$ cat config.mk
export PLATFORM = sky130hd
export DESIGN_NAME = naf_encoder
export DESIGN_NICKNAME = d
export VERILOG_FILES = /design/src/rtl/sm2_naf_pkg.sv /design/src/rtl/naf_digit.sv /design/src/rtl/naf_encoder.sv
export SDC_FILE = /design/constraint.sdc
export NUM_CORES = 2
export LEC_CHECK = 0
export ABC_AREA = 1
export ABC_CLOCK_PERIOD_IN_PS = 2700
export BUFFER_PORTS_ARGS = -buffer_cell sky130_fd_sc_hd__buf_2
export CAP_MARGIN = 20
export CORE_AREA = 2 2 514 516
export DETAILED_ROUTE_END_ITERATION = 6
export DIE_AREA = 0 0 516 518
export GPL_ROUTABILITY_DRIVEN = 0
export PLACE_DENSITY_LB_ADDON = 0.12
export SKIP_CTS_REPAIR_TIMING = 1
export SLEW_MARGIN = 20
export SYNTH_ARGS = -nofsm -noshare
export SYNTH_HDL_FRONTEND = slang
export SYNTH_SLANG_ARGS = --single-unit
$ cat constraint.sdc
create_clock -name clk -period 2.7 [get_ports clk]
set_input_delay 0.54 -clock clk [delete_from_list [all_inputs] [get_ports clk]]
set_output_delay 0.54 -clock clk [all_outputs]
set_load 0.02 [all_outputs]
$ cat src/rtl/sm2_naf_pkg.sv
// ---------------------------------------------------------------------------
// sm2_naf_pkg
// Shared constants for the NAF encoder and its consumer pointmul_naf:
//   NAF digit codes, default widths and the encoder state encoding.
// ---------------------------------------------------------------------------
package sm2_naf_pkg;

  localparam int NAF_KW = 256;   // scalar width
  localparam int NAF_HW = 1024;  // packed digit vector width (2 bits/digit)
  localparam int NAF_LW = 32;    // hlength width

  // Signed digit codes; 2'b10 is never produced.
  localparam logic [1:0] NAF_ZERO = 2'b00;
  localparam logic [1:0] NAF_POS  = 2'b01;
  localparam logic [1:0] NAF_NEG  = 2'b11;

  typedef enum logic {
    IDLE = 1'b0,
    RUN  = 1'b1
  } naf_state_t;

endpackage

$ cat src/rtl/naf_digit.sv
// ---------------------------------------------------------------------------
// naf_digit
// Combinational single-step NAF digit extraction.
// Ports:
//   i_kreg  [KW:0]  remaining scalar value
//   o_digit [1:0]   digit for the current position (NAF_ZERO/POS/NEG)
//   o_knext [KW:0]  remaining value after consuming this digit
// ---------------------------------------------------------------------------
module naf_digit
  import sm2_naf_pkg::*;
#(
  parameter int KW = NAF_KW
) (
  input  logic [KW:0] i_kreg,
  output logic [1:0]  o_digit,
  output logic [KW:0] o_knext
);

  always_comb begin
    o_digit = NAF_ZERO;
    o_knext = {1'b0, i_kreg[KW:1]};
    if (i_kreg[0]) begin
      if (i_kreg[1]) begin
        // Odd value: (k+1)>>1 equals (k>>1)+1, which avoids a KW+2 bit adder.
        o_digit = NAF_NEG;
        o_knext = {1'b0, i_kreg[KW:1]} + {{KW{1'b0}}, 1'b1};
      end else begin
        o_digit = NAF_POS;
      end
    end
  end

endmodule

$ cat src/rtl/naf_encoder.sv
// ---------------------------------------------------------------------------
// naf_encoder
// Converts a binary scalar k into non-adjacent form, one digit per clock.
// Ports:
//   clk      clock
//   rstn     synchronous reset, active-high (1 = reset)
//   k        scalar, sampled when start is accepted
//   start    single-cycle request pulse (ignored while busy)
//   h        packed NAF digits, digit i at h[2i+1:2i]
//   hlength  number of valid digits (0 for k = 0)
//   done     one-cycle pulse when h/hlength are valid
//   busy     high while encoding
// ---------------------------------------------------------------------------
module naf_encoder
  import sm2_naf_pkg::*;
#(
  parameter int KW = NAF_KW,
  parameter int HW = NAF_HW,
  parameter int LW = NAF_LW
) (
  input  logic          clk,
  input  logic          rstn,
  input  logic [KW-1:0] k,
  input  logic          start,
  output logic [HW-1:0] h,
  output logic [LW-1:0] hlength,
  output logic          done,
  output logic          busy
);

  // Digit counter must reach KW+1.
  localparam int CW = $clog2(KW + 2);
  localparam int IW = $clog2(HW);

  naf_state_t    r_state, w_state_next;
  logic [KW:0]   r_kreg, w_kreg_next;
  logic [CW-1:0] r_cnt, w_cnt_next;
  logic [HW-1:0] r_h, w_h_next;
  logic [LW-1:0] r_hlength, w_hlength_next;
  logic          r_done, w_done_next;
  logic          r_busy, w_busy_next;

  logic [1:0]    w_digit;
  logic [KW:0]   w_knext;
  logic [IW-1:0] w_pos;

  naf_digit #(.KW(KW)) u_digit (
    .i_kreg  (r_kreg),
    .o_digit (w_digit),
    .o_knext (w_knext)
  );

  // Bit offset of the digit slot being written this cycle.
  assign w_pos = IW'({r_cnt, 1'b0});

  always_comb begin
    w_state_next   = r_state;
    w_kreg_next    = r_kreg;
    w_cnt_next     = r_cnt;
    w_h_next       = r_h;
    w_hlength_next = r_hlength;
    w_done_next    = 1'b0;
    w_busy_next    = r_busy;
    case (r_state)
      IDLE: begin
        if (start) begin
          w_kreg_next  = {1'b0, k};
          w_h_next     = '0;
          w_cnt_next   = '0;
          w_busy_next  = 1'b1;
          w_state_next = RUN;
        end
      end
      RUN: begin
        if (r_kreg == '0) begin
          // The last emitted digit is always +1, so cnt is the NAF length.
          w_hlength_next = LW'(r_cnt);
          w_done_next    = 1'b1;
          w_busy_next    = 1'b0;
          w_state_next   = IDLE;
        end else begin
          w_h_next[w_pos +: 2] = w_digit;
          w_kreg_next          = w_knext;
          w_cnt_next           = r_cnt + CW'(1);
        end
      end
      default: w_state_next = IDLE;
    endcase
  end

  always_ff @(posedge clk) begin
    if (rstn) begin
      r_state   <= IDLE;
      r_kreg    <= '0;
      r_cnt     <= '0;
      r_h       <= '0;
      r_hlength <= '0;
      r_done    <= 1'b0;
      r_busy    <= 1'b0;
    end else begin
      r_state   <= w_state_next;
      r_kreg    <= w_kreg_next;
      r_cnt     <= w_cnt_next;
      r_h       <= w_h_next;
      r_hlength <= w_hlength_next;
      r_done    <= w_done_next;
      r_busy    <= w_busy_next;
    end
  end

  assign h       = r_h;
  assign hlength = r_hlength;
  assign done    = r_done;
  assign busy    = r_busy;

endmodule

# Word level (Yosys, flattened, before mapping)
# Cells that the tools add are included.
[word_totals]
mem_count = 0
input_bits = 259
latch_bits = 0
wordCells = 42
ram_bits = 0
ff_bits = 1302
out_inout_bits = 1058
mem_bits_ro = 0
[classes]
eq_ne = 3
n_lt_le_gt_ge = 0
n_mux = 21
n_shift = 2
bitwise_logic = 1
n_div = 0
reduce_logical = 5
mul = 0
n_addsub = 3
[ops]
columns = ["op", "n"]
rows = [
  ["$mux 1024", 2],
  ["$pmux 1024 s2", 1],
  ["$mux 257", 4],
  ["$bwmux 1024", 1],
  ["$shift 2x12->1024 const A", 1],
  ["$shiftx 2x12->1024", 1],
  ["$pmux 257 s2", 1],
  ["$add 256x1->257 const B", 1],
  ["$logic_not 257->1", 1],
  ["$mux 9", 2],
  ["$pmux 9 s2", 1],
  ["$neg 10->12", 1],
  ["$add 9x1->9 const B", 1],
  ["$reduce_and 2->1", 3],
  ["$mux 1", 5],
  ["$mux 2", 2],
  ["$ne 2x2->1 const B", 2],
  ["$pmux 1 s2", 2],
  ["$ne 2x1->1 const B", 1],
  ["$reduce_or 2->1", 1],
  ["$not 1->1", 1],
]

# Depth between registers and ports, before layout
[logic_depth]
depth_word = 6
ltp_mapped = 18
depth_no_buf = 16

# Hierarchy
# From an unflattened synthesis, not the netlist that was laid out.
[hier_totals]
hier_cells = 12453
hier_area_um2 = 74684.1
[modules_own_cells]
columns = ["mod", "n_inst", "seq_area_each_um2", "cells_per_inst", "area_each_um2"]
rows = [
  ["naf_encoder", 1, 26065.0, 9885, 63243.2],
  ["naf_digit", 1, 0.0, 2568, 11441.0],
]

# Worst setup path after synthesis
# OpenSTA, ideal clock, no wires.
[synth_path]
path_type = "register to register"
from = "register r_cnt[0]"
to = "register r_h[262] (netlist: h[262])"
arrival_ps = 2295
setup_time_ps = 132
path_slack_ps = 273
path_stages_with_launch = 18
t_required_ps = 2568
synth_period_minus_slack_ps = 2427
cell_sequence = "dfxtp_1 buf_4 inv_2 ha_1 nand2_2 nor2_2 nand2_1 o21ai_1 nand2_2 buf_4 nor2_4 inv_2 buf_6 buf_2 nor2_1 nand3_1 nand3_1 a21oi_1"
[synth_between]
elab_chain_len = 5
[synth_lines]
columns = ["element", "line", "source"]
rows = [
  ["start: declaration", "naf_encoder.sv:37", "logic [CW-1:0] r_cnt, w_cnt_next;"],
  ["start signal: assignment", "naf_encoder.sv:103", "r_cnt <= w_cnt_next;"],
  ["$neg 10->12 (*)", "naf_encoder.sv:82", "w_h_next[w_pos +: 2] = w_digit;"],
  ["$shiftx 2x12->1024 / $shift 2x12->1024 (equally long branches)", "naf_encoder.sv:82", ""],
  ["$bwmux 1024 (*)", "naf_encoder.sv:82", ""],
  ["$mux 1024 (*)", "naf_encoder.sv:75", "if (r_kreg == '0) begin"],
  ["$pmux 1024 s2 (*)", "naf_encoder.sv:64", "case (r_state)"],
  ["end signal: assignment", "naf_encoder.sv:104", "r_h <= w_h_next;"],
  ["end: declaration", "naf_encoder.sv:38", "logic [HW-1:0] r_h, w_h_next;"],
]
# Every way passes the cells marked *; elsewhere a longest branch is shown, timed or not. The select of a mux whose other input is x is not followed.
# A chain may end at the register's enable or synchronous reset.

# Worst setup path after layout
[layout_path]
from = "register r_kreg[38]"
to = "register r_kreg[192]"
[layout_between]
elab_chain_len = 5
[layout_lines]
columns = ["element", "line", "source"]
rows = [
  ["start: declaration", "naf_encoder.sv:36", "logic [KW:0] r_kreg, w_kreg_next;"],
  ["start signal: assignment", "naf_encoder.sv:102", "r_kreg <= w_kreg_next;"],
  ["$add 256x1->257", "naf_digit.sv:26", "o_knext = {1'b0, i_kreg[KW:1]} + {{KW{1'b0}}, 1'b1};"],
  ["$mux 257", "naf_digit.sv:23", "if (i_kreg[1]) begin"],
  ["$mux 257", "naf_digit.sv:22", "if (i_kreg[0]) begin"],
  ["$mux 257", "naf_encoder.sv:75", ""],
  ["$pmux 257 s2", "naf_encoder.sv:64", ""],
]
# Several ways; a longest one is shown, not always the timed one. The select of a mux whose other input is x is not followed.

==> qor.txt <==
setup_tns -> -18.7 ps
CP Capture Type -> flop
first-pass GRT wire length -> 686000 um
critical path fanouts, max -> 5
Mapped Area -> 71600 um2
clock share of power -> 44.4%
Critical Path Start -> r_kreg[38]$_SDFFE_PP0P_
maximum clock frequency -> 368 MHz
sequential fraction of the synthesis area -> 36.4%
leakage -> 42.6 nW
skew final -> 91.9 ps
router iterations before antenna repair -> 7
Power Density -> 519 nW/um2
Num Clock Sinks -> 1302
crit path kind -> reg2reg
die height -> 518 um
CTS max path bufs -> 3
final hold vios -> 7
combinational power share -> 17.8%
die area -> 267000 um2
reg2reg start -> r_kreg[38]$_SDFFE_PP0P_
Port-buffer cells -> 1293
leading area contributor after synthesis -> dfxtp_1
Worst-Skew Late Latency -> 900 ps
post-DP HPWL -> 398000 um
Vias/cell -> 5.36
final setup vio count -> 1
Final Cycle Share -> 101%
share of the synthesized area in the top cell type -> 36.4%
met2 WL -> 219000 um
synth top area cells -> dfxtp_1 (36%), nand2_1 (20%), nor2_1 (9.4%)
register bit total from synthesis -> 1302
row count -> 188
DR WL met3 -> 52200 um
relative slew slack -> 27.4%
Worst Path Required -> 3460 ps
Final nets -> 14.4k
status -> finished, violations left
dpl ws -> -594 ps
DRT iter0 DRCs -> 11.2k
CTS tree -> yes
synthesized area per cell -> 6.04 um2
I/O pin count -> 1317
Syn-to-layout area delta -> 42.3%
setup ws final -> -18.7 ps
Critical Path End -> r_kreg[192]$_SDFFE_PP0P_
initial antenna violation count -> 41
DR WL/cell -> 28.7 um
wl on met1 -> 195000 um
Starting Density -> 27.4%
top sig layer -> met5
total CTS buffers -> 165
ratio of cells with drive above 1 in the final layout -> 25.3%
CTS Root Cell -> clkbuf_16
worst-margin pin slew -> 1090 ps
Via Count -> 95.5k
global-route usage over all layers -> 36.0%
part of the power in registers -> 37.8%
Pint -> 0.0361 W
Tmin final -> 2720 ps
H-tree Lvls -> 4
drc violations -> 0
Startpoint Class -> flop
Switching Fraction -> 31.8%
Max IR drop VDD -> 0.748 mV
Net Sw Power -> 0.0168 W
R2R depth -> 14
largest net degree at the start of global routing -> 156
RSZ-0062 raised after global routing -> true
Max Cap Violations -> 0
vias in the first global route -> 89.0k
Detail Route Antenna Nets -> 0
failing checks -> negative hold slack, negative setup slack
fin. max-slew vios -> 0
Reg2Reg Setup Slack -> -20 ps
die extent in x -> 516 um
drt total wl -> 511000 um
Yosys Warn Count -> 0
FF-to-FF End -> r_kreg[192]$_SDFFE_PP0P_
Netlist cell types -> 45
WHS -> -31.8 ps
CP Data Arrival Time -> 3480 ps
Clk pin slew, worst setup/hold paths -> 60 ps
Core Region -> 262000 um2
Worst Hold Class -> in2reg
gate count after technology mapping -> 11.9k
GR Overflow Total -> 0
## state kept, by name, summed over array words and instances, names as in the netlist
register	flops
hlength	9
r_cnt	9
r_state	1
done	1
r_kreg	257
busy	1
h	1024
## layout by cell type (no fill, tap or decap), types with 183 or more instances in the layout
| cell | netlist | final |
|---|---|---|
| clkbuf_16 | 0 | 183 |
| nor2_2 | 31 | 184 |
| buf_2 | 193 | 1292 |
| o21ai_0 | 502 | 467 |
| inv_1 | 613 | 589 |
| nand3_1 | 1310 | 1247 |
| dfxtp_1 | 1302 | 1282 |
| buf_4 | 32 | 1255 |
| nor2_1 | 1802 | 1578 |
| a21oi_1 | 1064 | 1037 |
| nand2_1 | 3822 | 3756 |
| nand4_1 | 343 | 343 |
## cell type report
cell class	instances	area, um2
flip-flops and latches	1302	26100
diodes	10	25.0
fillers	28200	160000
multi-input cells	9235	42100
repair buffers	2841	21200
repair inverters	1	8.76
clock inverters	58	972
well taps	3515	4400
inverters	637	2460
clock buffers	231	4700
## power by group through the flow
stage / clock network (W) / logic (W) / registers, W
after global placement: 0 / 0.00837 / 0.0204
after CTS: 0.0238 / 0.00843 / 0.0200
after detailed placement: 0 / 0.00840 / 0.0204
after global routing: 0.0245 / 0.00987 / 0.0201
final: 0.0235 / 0.00942 / 0.0200
after floorplan: 0 / 0.00395 / 0.0204
## per-stage QoR
stage	util, %	total power (W)	instances	cell area [um2]
after global routing	39.0	0.0544	17800	102000
after CTS	37.6	0.0522	17700	98400
final	39.0	0.0529	17800	102000
after global placement	35.4	0.0288	17400	92700
after floorplan	-	0.0244	11900	71700
after detailed placement	35.4	0.0288	17400	92700
## cell usage after synthesis (all sizes together)
| cell type | n |
|---|---|
| o21ai | 540 |
| nand2 | 3833 |
| or2 | 19 |
| nor3b | 4 |
| ha | 6 |
| a21o | 1 |
| conb | 1 |
| clkinv | 4 |
| o22ai | 4 |
| o21bai | 24 |
| buf | 325 |
| a22o | 1 |
| nand3b | 28 |
| and3 | 5 |
| nor2 | 1840 |
| dfxtp | 1302 |
| xnor2 | 7 |
| a2111oi | 1 |
| o211ai | 1 |
| nor4 | 12 |
| a21oi | 1064 |
| clkbuf | 378 |
| and2 | 12 |
| nand4 | 345 |
| xor2 | 29 |
| nand2b | 1 |
| inv | 633 |
| nand3 | 1312 |
| a31oi | 3 |
| nor3 | 108 |
| a221oi | 1 |
| o31ai | 11 |
## kinds of logic (layout without fill, tap and decap cells)
family | count (synthesis) | count (layout) | share of synthesized area [%]
flip-flops | 1302 | 1302 | 36.4
buffers and inverters | 1340 | 3768 | 7.60
AO/OA/AOI/OAI | 1651 | 1651 | 11.7
other | 1 | 33 | 0.00523
adder cells (fa/ha/maj) | 6 | 6 | 0.105
AND/OR/NAND/NOR | 7519 | 7519 | 43.8
XOR/XNOR | 36 | 36 | 0.440
## per-layer routing
metal / GRT usage (%) / up-vias
li1: - / 43200
met1: 43.4 / 45300
met2: 55.7 / 5666
met3: 9.44 / 1265
met4: 25.0 / 24
met5: 0 / -
## critical path: stages (launching register included)
cell	delay (ps)
dfxtp_1	410
nand2_1	120
nor2_1	180
nand2_1	140
buf_4	180
nor2_1	190
buf_4	150
nand3_1	150
nor2_1	430
buf_4	190
nand3b_1	180
nand2_1	110
nand2_1	50
nor2_1	90
o21ai_0	80
## how the worst min path moves through the flow
| stage | endpoint | slack (ps) | depth (start not counted) | startpoint |
|---|---|---|---|---|
| floorplan | r_kreg[229]$_SDFFE_PP0P_ | 460 | 2 | r_kreg[229]$_SDFFE_PP0P_ |
| global placement | h[47]$_SDFFE_PP0P_ | 450 | 2 | h[47]$_SDFFE_PP0P_ |
| detailed placement | h[256]$_SDFFE_PP0P_ | 450 | 2 | h[256]$_SDFFE_PP0P_ |
| CTS | r_kreg[245]$_SDFFE_PP0P_ | -100 | 5 | k[245] |
| global route | r_kreg[135]$_SDFFE_PP0P_ | 2 | 5 | k[135] |
| finish | r_kreg[1]$_SDFFE_PP0P_ | -30 | 3 | k[1] |
Note: power is estimated with default switching activity, not from simulation.
